===== config.mk =====
export PLATFORM = sky130hd
export DESIGN_NAME = fetch_unit
export DESIGN_NICKNAME = d
export VERILOG_FILES = /design/src/rtl/fetch_unit_pkg.sv /design/src/rtl/fetch_pc.sv /design/src/rtl/fetch_unit.sv
export SDC_FILE = /design/constraint.sdc
export NUM_CORES = 1
export LEC_CHECK = 0
export CORE_MARGIN = 1
export CORE_UTILIZATION = 30
export CTS_CLUSTER_SIZE = 12
export DETAILED_ROUTE_END_ITERATION = 8
export GPL_TIMING_DRIVEN = 0
export MAX_ROUTING_LAYER = met4
export PLACE_DENSITY = 0.58
export SYNTH_ARGS = -nofsm -noshare
export SYNTH_HDL_FRONTEND = slang
export SYNTH_SLANG_ARGS = --single-unit

===== constraint.sdc =====
create_clock -name clk -period 2.6 [get_ports clk]
set_input_delay 0.39 -clock clk [delete_from_list [all_inputs] [get_ports clk]]
set_output_delay 0.39 -clock clk [all_outputs]
set_load 0.02 [all_outputs]

===== src/rtl/fetch_unit_pkg.sv =====
// Shared widths, reset value, instruction field positions and the
// internal encodings used by the YASAC fetch stage.
package fetch_unit_pkg;

    localparam int DEF_ADDR_W   = 8;
    localparam int DEF_INSTR_W  = 16;
    localparam int DEF_RESET_PC = 0;

    // Opcode field of an instruction word
    localparam int OPCODE_MSB = 15;
    localparam int OPCODE_LSB = 11;

    // Next-PC source selected by the fetch control
    typedef enum logic [1:0] {
        PC_HOLD = 2'd0,
        PC_INCR = 2'd1,
        PC_LOAD = 2'd2
    } pc_sel_t;

    // Occupancy of the instruction register
    typedef enum logic {
        ST_EMPTY = 1'b0,
        ST_FULL  = 1'b1
    } fetch_state_t;

endpackage


===== src/rtl/fetch_pc.sv =====
// Program counter register with its next-value multiplexer.
// Increments wrap modulo 2^ADDR_W.
module fetch_pc
    import fetch_unit_pkg::*;
#(
    parameter int ADDR_W   = DEF_ADDR_W,
    parameter int RESET_PC = DEF_RESET_PC
) (
    input  logic              clk,
    input  logic              rst_n,
    input  pc_sel_t           sel,
    input  logic [ADDR_W-1:0] target,
    output logic [ADDR_W-1:0] pc
);

    logic [ADDR_W-1:0] pc_next;

    // Choose the next PC: redirect target, sequential increment or hold
    always_comb begin
        pc_next = pc;
        case (sel)
            PC_LOAD: pc_next = target;
            PC_INCR: pc_next = pc + 1'b1;
            default: pc_next = pc;
        endcase
    end

    // PC register
    always_ff @(posedge clk or negedge rst_n) begin
        if (!rst_n) begin
            pc <= ADDR_W'(RESET_PC);
        end else begin
            pc <= pc_next;
        end
    end

endmodule


===== src/rtl/fetch_unit.sv =====
// YASAC instruction fetch stage: drives code_mem from the PC, latches
// the returned word into the instruction register and offers it
// downstream with valid/ready. Handles redirects and CPSE skips.
//
// state    | meaning
// ---------+-----------------------------------------------------
// ST_EMPTY | instruction register holds nothing live (valid=0)
// ST_FULL  | instruction register holds a live instruction
module fetch_unit
    import fetch_unit_pkg::*;
#(
    parameter int ADDR_W   = DEF_ADDR_W,
    parameter int INSTR_W  = DEF_INSTR_W,
    parameter int RESET_PC = DEF_RESET_PC
) (
    input  logic               clk,
    input  logic               rst_n,
    output logic [ADDR_W-1:0]  code_addr,
    input  logic [INSTR_W-1:0] code_data,
    output logic [INSTR_W-1:0] instr,
    output logic [ADDR_W-1:0]  instr_pc,
    output logic               instr_valid,
    input  logic               instr_ready,
    input  logic               redirect,
    input  logic [ADDR_W-1:0]  target,
    input  logic               skip,
    output logic [15:0]        fetch_count
);

    fetch_state_t      state;
    pc_sel_t           pc_sel;
    logic [ADDR_W-1:0] pc;
    logic              accept;
    logic              advance;

    assign instr_valid = (state == ST_FULL);
    assign accept      = instr_valid & instr_ready;
    assign advance     = ~instr_valid | instr_ready;
    assign code_addr   = pc;

    // PC moves on any advance (including a skip, which steps over the
    // word at PC); a redirect overrides everything
    always_comb begin
        pc_sel = PC_HOLD;
        if (redirect) begin
            pc_sel = PC_LOAD;
        end else if (advance) begin
            pc_sel = PC_INCR;
        end
    end

    fetch_pc #(
        .ADDR_W   (ADDR_W),
        .RESET_PC (RESET_PC)
    ) u_fetch_pc (
        .clk    (clk),
        .rst_n  (rst_n),
        .sel    (pc_sel),
        .target (target),
        .pc     (pc)
    );

    // Instruction register, occupancy state and delivered-instruction counter
    always_ff @(posedge clk or negedge rst_n) begin
        if (!rst_n) begin
            state       <= ST_EMPTY;
            instr       <= '0;
            instr_pc    <= '0;
            fetch_count <= '0;
        end else begin
            // An accept counts even when a redirect flushes the pipe
            if (accept) begin
                fetch_count <= fetch_count + 16'd1;
            end
            if (redirect) begin
                state <= ST_EMPTY;
            end else if (advance && skip && accept) begin
                // The word currently at PC is the one being skipped
                state <= ST_EMPTY;
            end else if (advance) begin
                instr    <= code_data;
                instr_pc <= pc;
                state    <= ST_FULL;
            end
        end
    end

endmodule


Word-level counts from Yosys, hierarchy flattened --
Cells that the tools add are included.
Word-level totals: bits in registers 49, input bits 29, output and inout port bits 49, logic and storage cells 25
Cells by class: add/sub/neg operators 2, eq/ne operators 2, multiplexer cells 6, bitwise operators 5, reductions and logical operators 5
Operators with widths (number):
- adder 16 x 1 -> 16 bit, second input constant | 1
- case mux 8 bit (2 select lines) | 1
- adder 8 x 1 -> 8 bit, second input constant | 1
- 2-to-1 mux 1 bit | 4
- inverter 1 bit | 3
- AND reduction 3 bit | 1
- nonzero test 3 bit | 1
- == test 2 x 1 -> 1 bit, second input constant | 1
- == test 2 bit, second input constant | 1
- logical AND 1 bit | 2
- 2-to-1 mux 2 bit | 1
- nonzero test 2 bit | 1
- bitwise AND 1 bit | 1
- OR 1 bit | 1

Longest topological paths before layout --
Gate-level depths: netlist of the first run.
depth in word-level cells 6, mapped depth 5

Cells and area by module --
Synthesis of the first run repeated with hierarchy kept, for this count alone.
Second synthesis, totals: cell total of the unflattened synthesis 165, area, all modules 2143.3 sq um
By module, submodules not included:
- fetch_unit | times used 1, cells an instance 112, area an instance 1650.3 sq um
- fetch_pc | times used 1, cells an instance 53, area an instance 493.0 sq um

Least setup slack after synthesis of the first run --
No wires, ideal clock.
path type register to register, start point reg fetch_count[0], end point reg fetch_count[10], arrival time 1.311 ns, data required time 2.471 ns, path slack 1.160 ns, cell stages (with the launch flop) 6, path buffers 0, clock period less this slack 1.440 ns, path through dfrtp_1 ha_1 and3_1 and3_1 nand4_1 xnor2_1
Between the ends: longest elaborated chain between the ends 1
Ends and longest elaborated chain:
- start, declared | RTL line fetch_unit.sv:27 | output logic [15:0] fetch_count
- start signal, assigned | RTL line fetch_unit.sv:73 | fetch_count <= fetch_count + 16'd1;
- adder 16 x 1 -> 16 bit | RTL line fetch_unit.sv:73
No other way between the ends. A chain may end at the register's enable or synchronous reset.

Final worst setup path of the first run --
start point reg state (netlist: instr_valid), end point out instr_valid
RTL lines:
- start, declared | RTL line fetch_unit.sv:30 | fetch_state_t state;
- start signal, assigned | RTL line fetch_unit.sv:66 | state <= ST_EMPTY;
- start signal, assigned | RTL line fetch_unit.sv:76 | state <= ST_EMPTY;
- start signal, assigned | RTL line fetch_unit.sv:79 | state <= ST_EMPTY;
- end, declared | RTL line fetch_unit.sv:22 | output logic instr_valid,
No word-level cell between the ends.

==> flow_summary.json, run 1 <==
{
  "critical-path-slowest-cell": "sky130_fd_sc_hd__clkdlybuf4s50_1",
  "global_route.usage.total_pct": 12.96,
  "detailedRoute.firstIterationViolations": 51,
  "synth.yosys.warnings": 0,
  "cp-end-kind": "primary output",
  "postSynthAreaPerCell_sq_um": 13.29,
  "cts.htree.levels": 2,
  "power.static_leakage_nw": 1.277,
  "design.final.nets": 270,
  "wire_per_inst_microns": 13.55,
  "floorplan.core_area_sq_um": 6459,
  "rows": 29,
  "grt_pass1_vias": 1384,
  "startpoint_type": "flip-flop",
  "violated_checks": "DRC",
  "sw_frac_of_total_pct": 29.78,
  "outcome": "finished with violations",
  "drtAntennaViolNets": 0,
  "worst-slew-pin-transition_ns": 0.4574,
  "placedInstanceArea_sq_um": 2919,
  "cp.required_ns": 2.21,
  "start_util_pct": 31.69,
  "via_to_cell_ratio": 4.611,
  "net-switching-power_uw": 644.2,
  "drt_first_pass_iters": 6,
  "grt_first_pass_wirelength_mm": 7.024,
  "postCtsResizedCells": 0,
  "area.growth.synth_to_final_pct": 48.17,
  "critical_path.max_fanout": 7,
  "post_placement_worst_setup_slack_ns": 0.5157,
  "reg2reg_slack_ns": 1.11,
  "cts_made_buffers": 5,
  "combinationalPowerShare_pct": 30.0,
  "final_layout_size_suffix_gt1_share_pct": 16.74,
  "cap_viol_max_count": 0,
  "synth-compound-area-share_pct": 2.689,
  "power_frac_clock_pct": 24.1,
  "routed_wl_mm": 4.283,
  "syn-instance-count": 154,
  "half_perimeter_wire_length_of_the_detailed_placement_result_mm": 3.037,
  "final_cell_mix": "sky130_fd_sc_hd__clkdlybuf4s50_1, sky130_fd_sc_hd__dfrtp_1, sky130_fd_sc_hd__mux2_2",
  "timing_hold_violations_final": 0,
  "clock.fmax_mhz": 555.1,
  "detailroute.via_count": 1457,
  "chipHeight_microns": 84.60,
  "clkTransAtPathRegs_ns": 0.09,
  "worst_path_dominant_cell_family": "buffers and inverters",
  "horizontal_die_dimension_microns": 84.60,
  "tritoncts_num_sinks": 49,
  "clk-insertion-delay-late_ns": 0.30,
  "worst_ir_drop_on_vdd_mv": 0.4240,
  "crit_arrival_ns": 1.41,
  "grt_overflow_total": 0,
  "cellPowerDensity_nw_per_um2": 713.4,
  "finalMaxSlewViolations": 0,
  "syn-num-nets": 185,
  "post_synth_and_or_nand_nor_area_fraction_pct": 10.45,
  "port_buffers": 76,
  "post-route-util_pct": 46.96,
  "post_synth_fa_ha_maj_area_fraction_pct": 1.222,
  "yosysSeqAreaShare_pct": 59.90,
  "seq_power_share_pct": 45.8,
  "timing.final.setup_violations": 0,
  "final_critical_path_setup_slack_ns": 0.7984,
  "number_of_fillers_in_the_final_layout": 620,
  "path_cells": "clkdlybuf4s50_1",
  "io_pins": 78,
  "post_synthesis_instance_area_sq_um": 2047,
  "clock_tree_from_tritoncts": "done",
  "path_buf_inv": 1,
  "power.internal_mw": 1.519,
  "grt_start_max_net_pins": 40,
  "most_common_cell_after_layout_fill_and_taps_aside": "sky130_fd_sc_hd__clkdlybuf4s50_1",
  "dominant_combinational_cell_family_by_area_after_synthesis": "multiplexers",
  "timing.hold.worst.class": "reg2reg",
  "max-slew-margin-rel_pct": 69.51,
  "setup_tns_ns": 0,
  "grt_setup_unrepaired": "false",
  "postSynthRegisterBits": 49,
  "globalplace.congestion": 0.6804,
  "cp_slowest_stage_delay_ns": 0.65,
  "die-area_sq_um": 7157,
  "criticalPathCategory": "reg2out",
  "synth_xor_area_share_pct": 9.413,
  "antenna_cells_inserted": 0,
  "clockBufferDepth": 2,
  "library_cells_used_by_synthesis": 21,
  "design_power_total_mw": 2.164,
  "timing.clock.skew_ns": 0.009067,
  "fin_crit_sh_pct": 69.29,
  "drcViolationCount": 8,
  "finished_layout_cell_area_sq_um": 3033,
  "clock_tree.root_cell": "sky130_fd_sc_hd__clkbuf_8",
  "fin_crit_ns": 1.802,
  "initial_antenna_violation_count": 0,
  "mux_cell_area_share_after_synthesis_pct": 14.24
}
[path summary, 6_finish.rpt]
kind / from / endpoint / cells after the start
min in group asynchronous: rst_n / instr[3]$_DFFE_PN0P_ / 2
min reg2reg: fetch_count[15]$_DFFE_PN0P_ / fetch_count[15]$_DFFE_PN0P_ / 1
max in group asynchronous: rst_n / fetch_count[2]$_DFFE_PN0P_ / 3
max reg2reg: instr_valid$_DFFE_PN0P_ / instr[3]$_DFFE_PN0P_ / 3
min: fetch_count[15]$_DFFE_PN0P_ / fetch_count[15]$_DFFE_PN0P_ / 1
max: instr_valid$_DFFE_PN0P_ / instr_valid / 1
[synth_stat cells]
| library cell | number | share of area (%) |
|---|---|---|
| sky130_fd_sc_hd__mux2_2 | 25 | 14 |
| sky130_fd_sc_hd__and3_1 | 5 | 1.5 |
| sky130_fd_sc_hd__xnor2_1 | 14 | 6.0 |
| sky130_fd_sc_hd__nand2_1 | 15 | 2.8 |
| sky130_fd_sc_hd__xor2_1 | 8 | 3.4 |
| sky130_fd_sc_hd__and4_1 | 4 | 1.7 |
| sky130_fd_sc_hd__ha_1 | 2 | 1.2 |
| sky130_fd_sc_hd__and2_1 | 1 | 0.31 |
| sky130_fd_sc_hd__nand3_1 | 7 | 1.7 |
| sky130_fd_sc_hd__nand4_1 | 4 | 1.2 |
| sky130_fd_sc_hd__nand2b_1 | 2 | 0.61 |
| sky130_fd_sc_hd__buf_6 | 2 | 1.1 |
| sky130_fd_sc_hd__a31oi_1 | 1 | 0.31 |
| sky130_fd_sc_hd__dfrtp_1 | 49 | 60 |
| sky130_fd_sc_hd__buf_2 | 1 | 0.24 |
| sky130_fd_sc_hd__o21ai_0 | 8 | 2.0 |
| sky130_fd_sc_hd__nand4_2 | 1 | 0.61 |
| sky130_fd_sc_hd__a21oi_2 | 1 | 0.43 |
| sky130_fd_sc_hd__mux2i_1 | 1 | 0.49 |
| sky130_fd_sc_hd__buf_4 | 1 | 0.37 |
| sky130_fd_sc_hd__clkbuf_1 | 2 | 0.37 |
[kinds of logic after synthesis]
family / count (synthesis)
flops: 49
simple gates: 39
mux: 26
xor+xnor: 22
compound gates: 10
buf+inv: 6
fa+ha+maj: 2
[stage by stage]
step	std cells	hold slack (ns)
floorplan	154	0.09441
global placement	307	0.4591
detailed placement	308	0.2834
CTS	316	0.4765
global route	316	0.5083
finish	316	0.4706
[power by group through the flow]
stage	clock (mW)	combinational (mW)	sequential, mW
6_report	0.522	0.650	0.992
3_3_place_gp	0	0.649	1.00
3_5_place_dp	0	0.655	1.00
2_1_floorplan	0	0.163	1.14
4_1_cts	0.547	0.659	0.993
5_1_grt	0.580	0.689	1.01
[layer usage]
layer / GRT usage (%) / up-vias / share of wire (%)
li1: - / 704 / -
met1: 17.92 / 695 / 50
met5: - / - / 0
met2: 18.55 / 52 / 43
met4: 3.698 / 0 / 1.1
met3: 3.638 / 6 / 6.2
[cell type report]
class                   instances  area (sq um)  share of cell area [%]
repair buffers                 78         785.8                   25.91
well taps                      77         96.34                   3.177
flip-flops and latches         49          1226                   40.43
multi-input cells              99         778.2                   25.66
clock buffers                   5         68.82                   2.269
plain buffers                   6         42.54                   1.403
clock inverters                 2         35.03                   1.155
[registers in the layout (all words and copies together) (netlist names)]
| name | cells |
|---|---|
| fetch_count | 16 |
| instr | 16 |
| instr_pc | 8 |
| u_fetch_pc.pc | 8 |
| instr_valid | 1 |
[what timing repair did]
item,4_1_cts,5_1_grt
hold endpoints to repair,10,0
buffers inserted,0,0
hold buffers,1,0
Note: power is estimated with default switching activity, not from simulation.
==> inputs of run 2 (changes only) <==
clock period = 1.7 ns   (was 2.6 ns; I/O delays follow)
==> run 2 against run 1 <==
The run still ends with DRC left. Sequential share of layout area fell by 0.17 points. Clock skew is essentially flat. Total power is 53% higher. Count of clock-buffer cells in the layout unchanged. Critical endpoint is now fetch_count[7].
==> flow_summary.json, run 2 (same netlist as run 1, synthesis figures left out) <==
{
  "floorplan.core_area_sq_um": 6459,
  "start_util_pct": 31.69,
  "worst_ir_drop_on_vdd_mv": 0.6487,
  "fin_crit_sh_pct": 95.88,
  "met3_wirelength_microns": 257,
  "clock.fmax_mhz": 613.5,
  "port_buffers": 76,
  "drtAntennaViolNets": 0,
  "clock_tree_from_tritoncts": "done",
  "power.static_leakage_nw": 1.299,
  "globalplace.congestion": 0.6804,
  "routed_wl_mm": 4.284,
  "detailroute.via_count": 1447,
  "max-slew-margin-rel_pct": 69.70,
  "top_regs": "fetch_count (16), instr (16)",
  "cellPowerDensity_nw_per_um2": 1087,
  "post-route-util_pct": 47.15,
  "timing.final.setup_violations": 0,
  "timing.clock.skew_ns": 0.009343,
  "grt_first_pass_wirelength_mm": 7.024,
  "cts.htree.levels": 2,
  "finalMaxSlewViolations": 0,
  "cap_viol_max_count": 0,
  "initial_antenna_violation_count": 0,
  "io_pins": 78,
  "path_cells": "clkdlybuf4s50_1",
  "half_perimeter_wire_length_of_the_detailed_placement_result_mm": 3.037,
  "tritoncts_num_sinks": 49,
  "cp-end-kind": "primary output",
  "global_route.usage.total_pct": 12.96,
  "routed.top_layer": "met4",
  "path_buf_inv": 1,
  "die-area_sq_um": 7157,
  "startpoint_type": "flip-flop",
  "outcome": "finished with violations",
  "cp_slowest_stage_delay_ns": 0.64,
  "horizontal_die_dimension_microns": 84.60,
  "area.sequential_sq_um": 1226,
  "criticalPathCategory": "reg2out",
  "clockBufferDepth": 2,
  "final_layout_size_suffix_gt1_share_pct": 16.74,
  "multi_input_area_sq_um": 785.8,
  "grt_setup_unrepaired": "false",
  "timing.hold.worst.class": "in2async",
  "clk-insertion-delay-late_ns": 0.30,
  "crit_arrival_ns": 1.37,
  "drt_first_pass_iters": 6,
  "timing_hold_violations_final": 0,
  "area.growth.synth_to_final_pct": 48.78,
  "design.final.nets": 270,
  "grt_start_max_net_pins": 40,
  "violated_checks": "DRC",
  "fin_crit_ns": 1.630,
  "drcViolationCount": 8,
  "most_common_cell_after_layout_fill_and_taps_aside": "sky130_fd_sc_hd__clkdlybuf4s50_1",
  "fin_cells": 316,
  "grt_pass1_vias": 1384,
  "dpl.cell_count": 308,
  "wire_per_inst_microns": 13.56,
  "final_cell_mix": "sky130_fd_sc_hd__clkdlybuf4s50_1, sky130_fd_sc_hd__dfrtp_1, sky130_fd_sc_hd__mux2_2",
  "clkTransAtPathRegs_ns": 0.09,
  "critical-path-slowest-cell": "sky130_fd_sc_hd__clkdlybuf4s50_1",
  "cp.required_ns": 1.44,
  "clock_tree.root_cell": "sky130_fd_sc_hd__clkbuf_8",
  "rows": 29,
  "worst-slew-pin-transition_ns": 0.4545,
  "route.met2.wl_mm": 1.832,
  "detailedRoute.firstIterationViolations": 53,
  "cts_made_buffers": 5,
  "antenna_cells_inserted": 0,
  "chipHeight_microns": 84.60,
  "grt_overflow_total": 0,
  "worst_path_dominant_cell_family": "buffers and inverters",
  "drt-met1-wl_mm": 2.145,
  "critical_path.max_fanout": 6,
  "number_of_fillers_in_the_final_layout": 619,
  "cts_setup_buffers": 0,
  "via_to_cell_ratio": 4.579
}
## run 2: stage by stage
| step | hold WS (ns) | instance area [sq um] | power (mW) | worst slack [ns] | setup TNS [ns] |
|---|---|---|---|---|---|
| after floorplan | -0.04059 | 2047 | 2.000 | 0.2598 | 0 |
| after global placement | 0.4591 | 2904 | 2.528 | -1.142 | -60.72 |
| after detailed placement | 0.1484 | 2919 | 2.539 | -0.2493 | -5.199 |
| after CTS | 0.3647 | 3033 | 3.362 | 0.01580 | 0 |
| after global routing | 0.3803 | 3045 | 3.491 | 0.003268 | 0 |
| final | 0.3722 | 3045 | 3.309 | 0.07010 | 0 |
## run 2: cell type report
class	instances	share of cell area [%]
plain buffers	6	1.397
multi-input cells	99	25.80
flip-flops and latches	49	40.26
well taps	77	3.164
repair buffers	78	25.97
clock inverters	2	1.150
clock buffers	5	2.260
## run 2: repair_timing
action | in CTS | in global routing
resized for setup | 0 | 3
endpoints found under the hold margin | 10 | 0
setup endpoints to repair | 0 | 22
hold buffers | 1 | 0
## run 2: path summary, 6_finish.rpt
path | to | startpoint | cells past startpoint | slack [ns]
max in group asynchronous | fetch_count[2]$_DFFE_PN0P_ | rst_n | 3 | 0.83
min in group clk | u_fetch_pc.pc[5]$_DFFE_PN0P_ | redirect | 2 | 0.41
hold / removal | instr[3]$_DFFE_PN0P_ | rst_n | 2 | 0.37
setup / recovery | fetch_count[7] | fetch_count[7]$_DFFE_PN0P_ | 1 | 0.07
setup reg to reg | fetch_count[10]$_DFFE_PN0P_ | fetch_count[0]$_DFFE_PN0P_ | 5 | 0.27
hold reg to reg | fetch_count[15]$_DFFE_PN0P_ | fetch_count[15]$_DFFE_PN0P_ | 1 | 0.47
## run 2: power breakdown
part	internal (mW)	switching, mW	total, mW
Combinational	0.544	0.451	0.995
Clock	0.428	0.369	0.797
Sequential	1.35	0.165	1.52
## run 2: per-layer routing
metal | track usage, % | up-vias
met5 | - | -
met4 | 3.698 | 0
met3 | 3.638 | 6
met2 | 18.55 | 50
met1 | 17.92 | 685
li1 | - | 706
==> inputs of run 3 (changes only) <==
PLACE_DENSITY = unset   (was 0.58)
SETUP_SLACK_MARGIN = 0.1   (was unset)
==> run 3 against run 2 <==
The run still ends with DRC left. Global-route usage up 0.41 points. Maximum frequency up 6.2%. First-iteration DRC count down 36%. Largest power group unchanged. Final area up 0.86%. Total power about the same. Non-clock buffer count up 2. Critical path type unchanged. Sequential power about the same. Critical path depth unchanged. Core utilization up 0.41 points.
==> flow_summary.json, run 3 (same netlist as run 1, synthesis figures left out) <==
{
  "combinationalPowerShare_pct": 28.7,
  "worstSetupPathDepth": 1,
  "final_layout_size_suffix_gt1_share_pct": 17.36,
  "cp-end-kind": "primary output",
  "seq_power_share_pct": 45.7,
  "final_cell_mix": "sky130_fd_sc_hd__clkdlybuf4s50_1, sky130_fd_sc_hd__dfrtp_1, sky130_fd_sc_hd__mux2_2",
  "half_perimeter_wire_length_of_the_detailed_placement_result_mm": 3.118,
  "floorplan.core_area_sq_um": 6459,
  "clock_tree.root_cell": "sky130_fd_sc_hd__clkbuf_8",
  "routed_wl_mm": 4.263,
  "drt_first_pass_iters": 6,
  "post-route-util_pct": 47.56,
  "power_frac_clock_pct": 25.6,
  "worst_ir_drop_on_vdd_mv": 0.5247,
  "top_regs": "fetch_count (16), instr (16)",
  "crit_arrival_ns": 1.28,
  "cap_viol_max_count": 0,
  "detailedRoute.firstIterationViolations": 34,
  "timing.final.setup_violations": 0,
  "timing_hold_violations_final": 0,
  "net-switching-power_uw": 976.8,
  "worst-slew-pin-transition_ns": 0.5249,
  "most_common_cell_after_layout_fill_and_taps_aside": "sky130_fd_sc_hd__clkdlybuf4s50_1",
  "cellPowerDensity_nw_per_um2": 1078,
  "worstHoldStart": "redirect",
  "path_cells": "clkdlybuf4s50_1",
  "reg2reg_depth": 5,
  "clk-insertion-delay-late_ns": 0.29,
  "outcome": "finished with violations",
  "critical-path-slowest-cell": "sky130_fd_sc_hd__clkdlybuf4s50_1",
  "power.internal_mw": 2.333,
  "clock_tree_from_tritoncts": "done",
  "grt_setup_unrepaired": "false",
  "cp.required_ns": 1.44,
  "design.final.nets": 272,
  "detailroute.via_count": 1474,
  "wire_per_inst_microns": 13.36,
  "start_util_pct": 31.69,
  "violated_checks": "DRC",
  "grt_first_pass_wirelength_mm": 7.348,
  "criticalPathCategory": "reg2out",
  "startpoint_type": "flip-flop",
  "clockBufferDepth": 2,
  "tritoncts_num_sinks": 49,
  "timing.clock.skew_ns": 0.005609,
  "grt_overflow_total": 0,
  "grt_start_max_net_pins": 30,
  "die-area_sq_um": 7157,
  "timing_startpoint_of_the_critical_path": "fetch_count[15]$_DFFE_PN0P_",
  "clkTransAtPathRegs_ns": 0.09,
  "path_buf_inv": 1,
  "critical_path.max_fanout": 2,
  "cts.htree.levels": 2,
  "grt_pass1_vias": 1498,
  "global_route.usage.total_pct": 13.37,
  "clock.fmax_mhz": 651.6,
  "initial_antenna_violation_count": 0,
  "power.static_leakage_nw": 1.481,
  "sw_frac_of_total_pct": 29.51,
  "timing.hold.worst.class": "in2reg",
  "horizontal_die_dimension_microns": 84.60,
  "drcViolationCount": 7,
  "max-slew-margin-rel_pct": 65.01,
  "setup_tns_ns": 0,
  "area.growth.synth_to_final_pct": 50.06,
  "chipHeight_microns": 84.60,
  "rows": 29,
  "worst_path_dominant_cell_family": "buffers and inverters",
  "cp_slowest_stage_delay_ns": 0.61,
  "fin_crit_sh_pct": 90.28,
  "port_buffers": 76,
  "min_delay_path_depth": 2,
  "startpoint_of_the_worst_register_to_register_path": "fetch_count[0]$_DFFE_PN0P_",
  "io_pins": 78,
  "fin_crit_ns": 1.535,
  "antenna_cells_inserted": 0,
  "cts_made_buffers": 5,
  "via_to_cell_ratio": 4.621,
  "finalMaxSlewViolations": 0,
  "globalplace.congestion": 0.7199,
  "drtAntennaViolNets": 0
}
run 3: changes by cell type in the layout (fill, tap and decap cells not counted), sizes merged:
| cell | change |
|---|---|
| dlymetal6s2s | +7 |
| clkinv | -1 |
| buf | +2 |
| clkdlybuf4s50 | -22 |
| clkbuf | +2 |
| dlygate4sd2 | +15 |
run 3: timing repair:
| action | CTS | global route |
|---|---|---|
| pin swaps | 1 | 0 |
| resized for setup | 16 | 9 |
| hold endpoints to repair | 20 | 0 |
| hold buffers | 1 | 0 |
| buffers inserted | 2 | 0 |
| endpoints found under the setup margin | 35 | 9 |
run 3: worst reg2reg max path, stage by stage, from the launching register on:
cell	delay (ns)
sky130_fd_sc_hd__dfrtp_1	0.42
sky130_fd_sc_hd__ha_1	0.16
sky130_fd_sc_hd__and3_1	0.23
sky130_fd_sc_hd__and3_1	0.27
sky130_fd_sc_hd__nand4_1	0.13
sky130_fd_sc_hd__xnor2_1	0.14
run 3: path summary, 6_finish.rpt:
kind	endpoint	slack [ns]
worst max-delay path	fetch_count[15]	0.17
worst min-delay path	u_fetch_pc.pc[7]$_DFFE_PN0P_	0.42
worst max register to register	fetch_count[10]$_DFFE_PN0P_	0.25
worst min register to register	fetch_count[15]$_DFFE_PN0P_	0.49
max in group asynchronous	instr[12]$_DFFE_PN0P_	0.70
min in group asynchronous	instr[2]$_DFFE_PN0P_	0.46
run 3: layer usage:
layer	up-vias	GRT usage (%)	share of wire [%]
met5	-	-	0
met2	51	20.40	45
met1	712	17.59	48
met4	0	3.698	1.0
li1	706	-	-
met3	5	3.540	6.7
run 3: through the flow:
step	area (sq um)	instances	power [mW]	setup slack (ns)	hold slack [ns]
CTS	3049	319	3.374	0.1024	0.4121
global route	3072	319	3.515	0.1128	0.4309
floorplan	2047	154	2.000	0.2598	-0.04059
finish	3072	319	3.310	0.1652	0.4178
detailed placement	2919	308	2.542	-0.3450	0.2629
global placement	2904	307	2.522	-1.171	0.4745
run 3: final cells by class:
cell class	instances	area [sq um]
Timing Repair Buffer	80	804.5
Sequential cell	49	1226
Multi-Input combinational cell	99	785.8
Clock inverter	1	30.03
Clock buffer	7	86.33
Buffer	6	42.54
Tap cell	77	96.34
Fill cell	611	3387
run 3: power groups by stage:
stage | clock network (mW) | registers, mW | logic (mW)
after floorplan | 0 | 1.75 | 0.249
after global placement | 0 | 1.53 | 0.988
after detailed placement | 0 | 1.54 | 1.00
after CTS | 0.883 | 1.52 | 0.974
after global routing | 0.947 | 1.55 | 1.02
final | 0.847 | 1.51 | 0.952
